File: config.mk
export PLATFORM = sky130hd
export DESIGN_NAME = insn_encoder
export DESIGN_NICKNAME = d
export VERILOG_FILES = /design/src/rtl/insn_encoder.sv
export SDC_FILE = /design/constraint.sdc
export NUM_CORES = 1
export LEC_CHECK = 0
export CAP_MARGIN = 5
export CORE_UTILIZATION = 30
export CTS_BUF_LIST = sky130_fd_sc_hd__clkbuf_4 sky130_fd_sc_hd__clkbuf_8 sky130_fd_sc_hd__clkbuf_16
export DETAILED_ROUTE_END_ITERATION = 8
export HOLD_SLACK_MARGIN = 0.15
export PLACE_DENSITY = 0.55
export REMOVE_ABC_BUFFERS = 1
export SLEW_MARGIN = 5
export SYNTH_ARGS = -nofsm -noshare
export SYNTH_HDL_FRONTEND = slang
export SYNTH_SLANG_ARGS = --single-unit
File: constraint.sdc
create_clock -name clk -period 5.9 [get_ports clk]
set_input_delay 1.18 -clock clk [delete_from_list [all_inputs] [get_ports clk]]
set_output_delay 1.18 -clock clk [all_outputs]
set_load 0.01 [all_outputs]
File: src/rtl/insn_encoder.sv
// rtl/insn_encoder.sv - streaming RV32IM instruction encoder with LI expansion and imm range checks
// Optional feature macro: ENC_M_EXT_EN (adds MUL/DIV/REM encodings for ops 0x25-0x2C)
module insn_encoder #(
  parameter int CHECK_IMM = 1,
  parameter int ERR_CNT_W = 8
) (
  input  logic                 clk,
  input  logic                 reset,
  input  logic                 in_valid,
  output logic                 in_ready,
  input  logic [5:0]           in_op,
  input  logic [4:0]           in_rd,
  input  logic [4:0]           in_rs1,
  input  logic [4:0]           in_rs2,
  input  logic [31:0]          in_imm,
  output logic                 out_valid,
  input  logic                 out_ready,
  output logic [31:0]          out_insn,
  output logic                 out_last,
  output logic                 err,
  output logic [ERR_CNT_W-1:0] err_count
);

  localparam logic [6:0] OPC_LUI   = 7'b0110111;
  localparam logic [6:0] OPC_AUIPC = 7'b0010111;
  localparam logic [6:0] OPC_JAL   = 7'b1101111;
  localparam logic [6:0] OPC_JALR  = 7'b1100111;
  localparam logic [6:0] OPC_BR    = 7'b1100011;
  localparam logic [6:0] OPC_LD    = 7'b0000011;
  localparam logic [6:0] OPC_ST    = 7'b0100011;
  localparam logic [6:0] OPC_IMM   = 7'b0010011;
  localparam logic [6:0] OPC_OP    = 7'b0110011;

  typedef enum logic [3:0] {F_BAD, F_U, F_J, F_I, F_B, F_S, F_SH, F_R, F_LI} fmt_t;
  typedef enum logic {IDLE, PEND2} state_t;

  state_t      state;
  fmt_t        fmt;
  logic [6:0]  opc;
  logic [2:0]  f3;
  logic [6:0]  f7;
  logic        fits12, fits13, fits21, imm_ok, bad, need2;
  logic [31:0] li_sum, w0, w1, word1_q;
  logic        advance, accept;

  // Map operation id to instruction format and fixed opcode/funct fields
  always_comb begin
    fmt = F_BAD;
    opc = 7'd0;
    f3  = 3'd0;
    f7  = 7'd0;
    case (in_op)
      6'h00: begin fmt = F_U;  opc = OPC_LUI;   end
      6'h01: begin fmt = F_U;  opc = OPC_AUIPC; end
      6'h02: begin fmt = F_J;  opc = OPC_JAL;   end
      6'h03: begin fmt = F_I;  opc = OPC_JALR;  end
      6'h04: begin fmt = F_B;  opc = OPC_BR;  f3 = 3'd0; end
      6'h05: begin fmt = F_B;  opc = OPC_BR;  f3 = 3'd1; end
      6'h06: begin fmt = F_B;  opc = OPC_BR;  f3 = 3'd4; end
      6'h07: begin fmt = F_B;  opc = OPC_BR;  f3 = 3'd5; end
      6'h08: begin fmt = F_B;  opc = OPC_BR;  f3 = 3'd6; end
      6'h09: begin fmt = F_B;  opc = OPC_BR;  f3 = 3'd7; end
      6'h0A: begin fmt = F_I;  opc = OPC_LD;  f3 = 3'd0; end
      6'h0B: begin fmt = F_I;  opc = OPC_LD;  f3 = 3'd1; end
      6'h0C: begin fmt = F_I;  opc = OPC_LD;  f3 = 3'd2; end
      6'h0D: begin fmt = F_I;  opc = OPC_LD;  f3 = 3'd4; end
      6'h0E: begin fmt = F_I;  opc = OPC_LD;  f3 = 3'd5; end
      6'h0F: begin fmt = F_S;  opc = OPC_ST;  f3 = 3'd0; end
      6'h10: begin fmt = F_S;  opc = OPC_ST;  f3 = 3'd1; end
      6'h11: begin fmt = F_S;  opc = OPC_ST;  f3 = 3'd2; end
      6'h12: begin fmt = F_I;  opc = OPC_IMM; f3 = 3'd0; end
      6'h13: begin fmt = F_I;  opc = OPC_IMM; f3 = 3'd2; end
      6'h14: begin fmt = F_I;  opc = OPC_IMM; f3 = 3'd3; end
      6'h15: begin fmt = F_I;  opc = OPC_IMM; f3 = 3'd4; end
      6'h16: begin fmt = F_I;  opc = OPC_IMM; f3 = 3'd6; end
      6'h17: begin fmt = F_I;  opc = OPC_IMM; f3 = 3'd7; end
      6'h18: begin fmt = F_SH; opc = OPC_IMM; f3 = 3'd1; end
      6'h19: begin fmt = F_SH; opc = OPC_IMM; f3 = 3'd5; end
      6'h1A: begin fmt = F_SH; opc = OPC_IMM; f3 = 3'd5; f7 = 7'h20; end
      6'h1B: begin fmt = F_R;  opc = OPC_OP;  f3 = 3'd0; end
      6'h1C: begin fmt = F_R;  opc = OPC_OP;  f3 = 3'd0; f7 = 7'h20; end
      6'h1D: begin fmt = F_R;  opc = OPC_OP;  f3 = 3'd1; end
      6'h1E: begin fmt = F_R;  opc = OPC_OP;  f3 = 3'd2; end
      6'h1F: begin fmt = F_R;  opc = OPC_OP;  f3 = 3'd3; end
      6'h20: begin fmt = F_R;  opc = OPC_OP;  f3 = 3'd4; end
      6'h21: begin fmt = F_R;  opc = OPC_OP;  f3 = 3'd5; end
      6'h22: begin fmt = F_R;  opc = OPC_OP;  f3 = 3'd5; f7 = 7'h20; end
      6'h23: begin fmt = F_R;  opc = OPC_OP;  f3 = 3'd6; end
      6'h24: begin fmt = F_R;  opc = OPC_OP;  f3 = 3'd7; end
`ifdef ENC_M_EXT_EN
      6'h25, 6'h26, 6'h27, 6'h28, 6'h29, 6'h2A, 6'h2B, 6'h2C: begin
        fmt = F_R;
        opc = OPC_OP;
        f3  = 3'(in_op - 6'h25);
        f7  = 7'h01;
      end
`endif
      6'h2D: fmt = F_LI;
      default: fmt = F_BAD;
    endcase
  end

  // Immediate range check for the selected format
  always_comb begin
    fits12 = (&in_imm[31:11]) | ~(|in_imm[31:11]);
    fits13 = (&in_imm[31:12]) | ~(|in_imm[31:12]);
    fits21 = (&in_imm[31:20]) | ~(|in_imm[31:20]);
    case (fmt)
      F_U:      imm_ok = ~(|in_imm[11:0]);
      F_J:      imm_ok = fits21 & ~in_imm[0];
      F_I, F_S: imm_ok = fits12;
      F_B:      imm_ok = fits13 & ~in_imm[0];
      F_SH:     imm_ok = ~(|in_imm[31:5]);
      default:  imm_ok = 1'b1;
    endcase
    bad = (fmt == F_BAD) || ((CHECK_IMM != 0) && !imm_ok);
  end

  // Build the first word and, for a split LI, the trailing ADDI
  always_comb begin
    li_sum = in_imm + 32'h0000_0800;
    w1     = {in_imm[11:0], in_rd, 3'b000, in_rd, OPC_IMM};
    need2  = 1'b0;
    case (fmt)
      F_U:  w0 = {in_imm[31:12], in_rd, opc};
      F_J:  w0 = {in_imm[20], in_imm[10:1], in_imm[11], in_imm[19:12], in_rd, opc};
      F_I:  w0 = {in_imm[11:0], in_rs1, f3, in_rd, opc};
      F_B:  w0 = {in_imm[12], in_imm[10:5], in_rs2, in_rs1, f3, in_imm[4:1], in_imm[11], opc};
      F_S:  w0 = {in_imm[11:5], in_rs2, in_rs1, f3, in_imm[4:0], opc};
      F_SH: w0 = {f7, in_imm[4:0], in_rs1, f3, in_rd, opc};
      F_R:  w0 = {f7, in_rs2, in_rs1, f3, in_rd, opc};
      F_LI: begin
        if (fits12) begin
          w0 = {in_imm[11:0], 5'd0, 3'b000, in_rd, OPC_IMM};
        end else begin
          w0    = {li_sum[31:12], in_rd, OPC_LUI};
          need2 = |in_imm[11:0];
        end
      end
      default: w0 = 32'd0;
    endcase
  end

  assign advance  = !out_valid || out_ready;
  assign in_ready = (state == IDLE) && advance;
  assign accept   = in_valid && in_ready;

  // Output register, LI expansion FSM and error pulse/counter
  always_ff @(posedge clk or posedge reset) begin
    if (reset) begin
      state     <= IDLE;
      out_valid <= 1'b0;
      out_insn  <= 32'd0;
      out_last  <= 1'b0;
      word1_q   <= 32'd0;
      err       <= 1'b0;
      err_count <= '0;
    end else begin
      err <= 1'b0;
      if (advance) begin
        if (state == PEND2) begin
          out_insn  <= word1_q;
          out_last  <= 1'b1;
          out_valid <= 1'b1;
          state     <= IDLE;
        end else if (accept) begin
          if (bad) begin
            out_valid <= 1'b0;
            err       <= 1'b1;
            if (err_count != '1) err_count <= err_count + 1'b1;
          end else begin
            out_insn  <= w0;
            out_last  <= !need2;
            out_valid <= 1'b1;
            word1_q   <= w1;
            if (need2) state <= PEND2;
          end
        end else begin
          out_valid <= 1'b0;
        end
      end
    end
  end

endmodule
==> flow_summary.yaml <==
grt:
  grt_usage: 0.203
  antenna_found_initial: 0
  grt_pass1_vias: 4481
  grt-ovfl-total: 0
  use_met1: 0.275
  met3_usage: 0.0415
  grt_max_degree: 62
  grt.busiest_layer: "met2"
  use_met2: 0.314
  grt_pass1_wl_um: 24600
finish:
  fin_cells: 782
  areaGrowthSynthToFinish_pct: 32.5
  final_common_cell: "clkdlybuf4s50_1"
  final_area_sq_um: 6040
  nNetsFinal: 653
  mostFrequentLayoutCells: "clkdlybuf4s50_1 (100), dfrtp_1 (61), nand2_1 (46)"
  finish.utilization: 0.411
  layout-drive-gt1-share: 0.124
  antenna_cells: 0
critical_path:
  path_class: "in -> reg"
  startpoint_type: "primary input"
  worstPathRequired_ps: 6120
  critPathCaptureType: "register"
  path_max_fanout: 24
  r2r_cells: 5
  r2r-end: "out_insn[31]"
  critPathArrivalTime_ps: 4730
  rr_startpoint: "state"
  reg2reg_slack_ps: 3790
sta:
  drv_slew: 0
  min_period_ps: 4510
  clock_skew_ps: 9.38
  worst_slack_ps: 1390
  clock.fmax_mhz: 222
  fin_tns_setup_ps: 0
  rsz0062_at_grt: "false"
  hold_violations: 0
  worst_pin_slew_ps: 889
  setup_viol: 0
  period_share: 0.764
  max_slew_margin: 0.405
yosys:
  synth_simple_gate_area_frac: 0.215
  synth_seq_cells: 61
  synth_area_leaders: "dfrtp_1 (33%), mux2_1 (5.9%), mux2_4 (5.3%)"
  avgSynthCellArea_sq_um: 9.04
  synth_top_area_share: 0.335
  synth_edf_count: 0
  yosys.cell_types.count: 76
  ys_seq_area_frac: 0.335
  synth_ff_type: "dfrtp_1"
  synthCells: 504
  yosysTopAreaCell: "dfrtp_1"
  synthAdderAreaFrac: 0.00824
  synth_area_sq_um: 4560
  synth_top_family_by_area: "compound AO/OA/AOI/OAI gates"
  synth-xor-area-share: 0.0327
  async_flop_share: 1.00
  yosys_warnings: 0
  synth_compound_area_frac: 0.222
  synth_mux_area_frac: 0.133
placement:
  io_buffers: 100
  post-place-cells: 766
  gp_congestion: 0.905
  dp_slack_ps: 1090
  placed_area_sq_um: 5720
  dp.final_hpwl_um: 11400
outcome:
  status: "finished with violations"
  violations: "design-rule violations"
clock_tree:
  cts.sinks: 61
  clock_latency_ps: 340
  clockBufferDepth: 2
  hold_buffers: 0
  cts_resized: 0
  numCtsBuffers: 9
  htree_levels: 3
  clkSlewWorstSetupHoldPaths_ps: 50
  root_buffer: "clkbuf_16"
  tritoncts: "yes"
  post-cts-setup-buffers: 0
detailed_routing:
  dr.first_iter.drc_count: 456
  dr.pass1.iters: 7
  vias: 4523
  drt_wl_total_um: 15700
  antenna_left: 0
  drc: 6
  wl_per_cell_um: 20.0
  avgViaCountPerCell: 5.78
min_path:
  min_from: "word1_q[4]"
  hold_depth: 1
  whs_endpoint: "word1_q[4]"
  min_path_type: "reg -> reg"
power_and_ir_drop:
  max-vdd-ir-drop_mv: 0.141
  power.density_nw_per_um2: 271
  leakagePower_nw: 2.45
floorplan:
  ioPinCount: 101
  rows: 44
  die-area_sq_um: 15700
  die_x_um: 125
  die_h_um: 125
  initial_core_util: 0.310
  coreArea_sq_um: 14700
run:
  maxCapViolations: 0
## routing by layer
layer / vias to the layer above / routed length [um]
met3: 39 / 1150
met1: 2182 / 7100
li1: 2076 / -
met4: 0 / 424
met5: - / 0
met2: 226 / 7000
## power by group
group          total, mW  internal [mW]  switching, mW
clock              0.561          0.365          0.195
sequential         0.580          0.512         0.0679
combinational      0.493          0.275          0.218
total               1.63           1.15          0.482
## stage by stage
step           hold WS [ps]  total power [mW]
2_1_floorplan           436             0.806
4_1_cts                 468              1.65
3_5_place_dp            457              1.08
6_report                463              1.63
3_3_place_gp            455              1.07
5_1_grt                 492              1.72
## synth_stat cells, types with 5 or more instances
| cell | n |
|---|---|
| nor2b_1 | 5 |
| nand2_1 | 46 |
| and2_1 | 5 |
| and3_1 | 5 |
| a221oi_1 | 8 |
| a21oi_1 | 26 |
| a31oi_1 | 12 |
| a22oi_1 | 6 |
| inv_1 | 16 |
| clkbuf_1 | 15 |
| nor4_1 | 11 |
| nand4_1 | 12 |
| dfrtp_1 | 61 |
| nor3_1 | 16 |
| xor2_1 | 14 |
| nand3_1 | 14 |
| o21ai_0 | 21 |
| mux2_4 | 16 |
| mux2_1 | 24 |
| o211ai_1 | 6 |
| nor2_1 | 30 |
| nand2b_1 | 10 |
| mux2i_1 | 5 |
| or2_2 | 6 |
| a222oi_1 | 6 |
| buf_2 | 10 |
## cell families after synthesis
logic type	Yosys count
XOR/XNOR	17
multiplexers	49
AND/OR/NAND/NOR	185
buffers and inverters	53
flip-flops	61
AO/OA/AOI/OAI	136
adder cells (fa/ha/maj)	3
## flip-flops by register name (all words and copies together) (netlist names)
name / flops
word1_q: 18
out_insn: 31
state: 1
out_valid: 1
err_count: 8
err: 1
out_last: 1
## how the worst max path moves through the flow
| stage | start | endpoint | slack (ps) | cells past startpoint |
|---|---|---|---|---|
| floorplan | in_op[3] | out_insn[20] | 1580 | 7 |
| global placement | in_op[2] | out_insn[21] | 1110 | 10 |
| finish | in_op[1] | out_insn[21] | 1390 | 9 |
| detailed placement | in_op[2] | out_insn[21] | 1090 | 10 |
| global route | in_op[1] | out_insn[21] | 1210 | 9 |
| CTS | in_op[2] | out_insn[21] | 1430 | 10 |
## cell type report
| class | count | area [sq um] |
|---|---|---|
| Clock inverter | 3 | 42.5 |
| Multi-Input combinational cell | 390 | 2790 |
| Clock buffer | 13 | 274 |
| Fill cell | 1436 | 8660 |
| Tap cell | 184 | 230 |
| Timing Repair Buffer | 114 | 1110 |
| Inverter | 17 | 63.8 |
| Sequential cell | 61 | 1530 |
## critical path: stages
cell and delay (ps):
clkdlybuf4s50_1 1050, or3b_2 270, a21oi_1 180, a31o_1 300
a211oi_2 350, a31oi_1 190, o21bai_4 390, buf_4 400
mux2_2 380
Power figures use the tool's default switching activity.
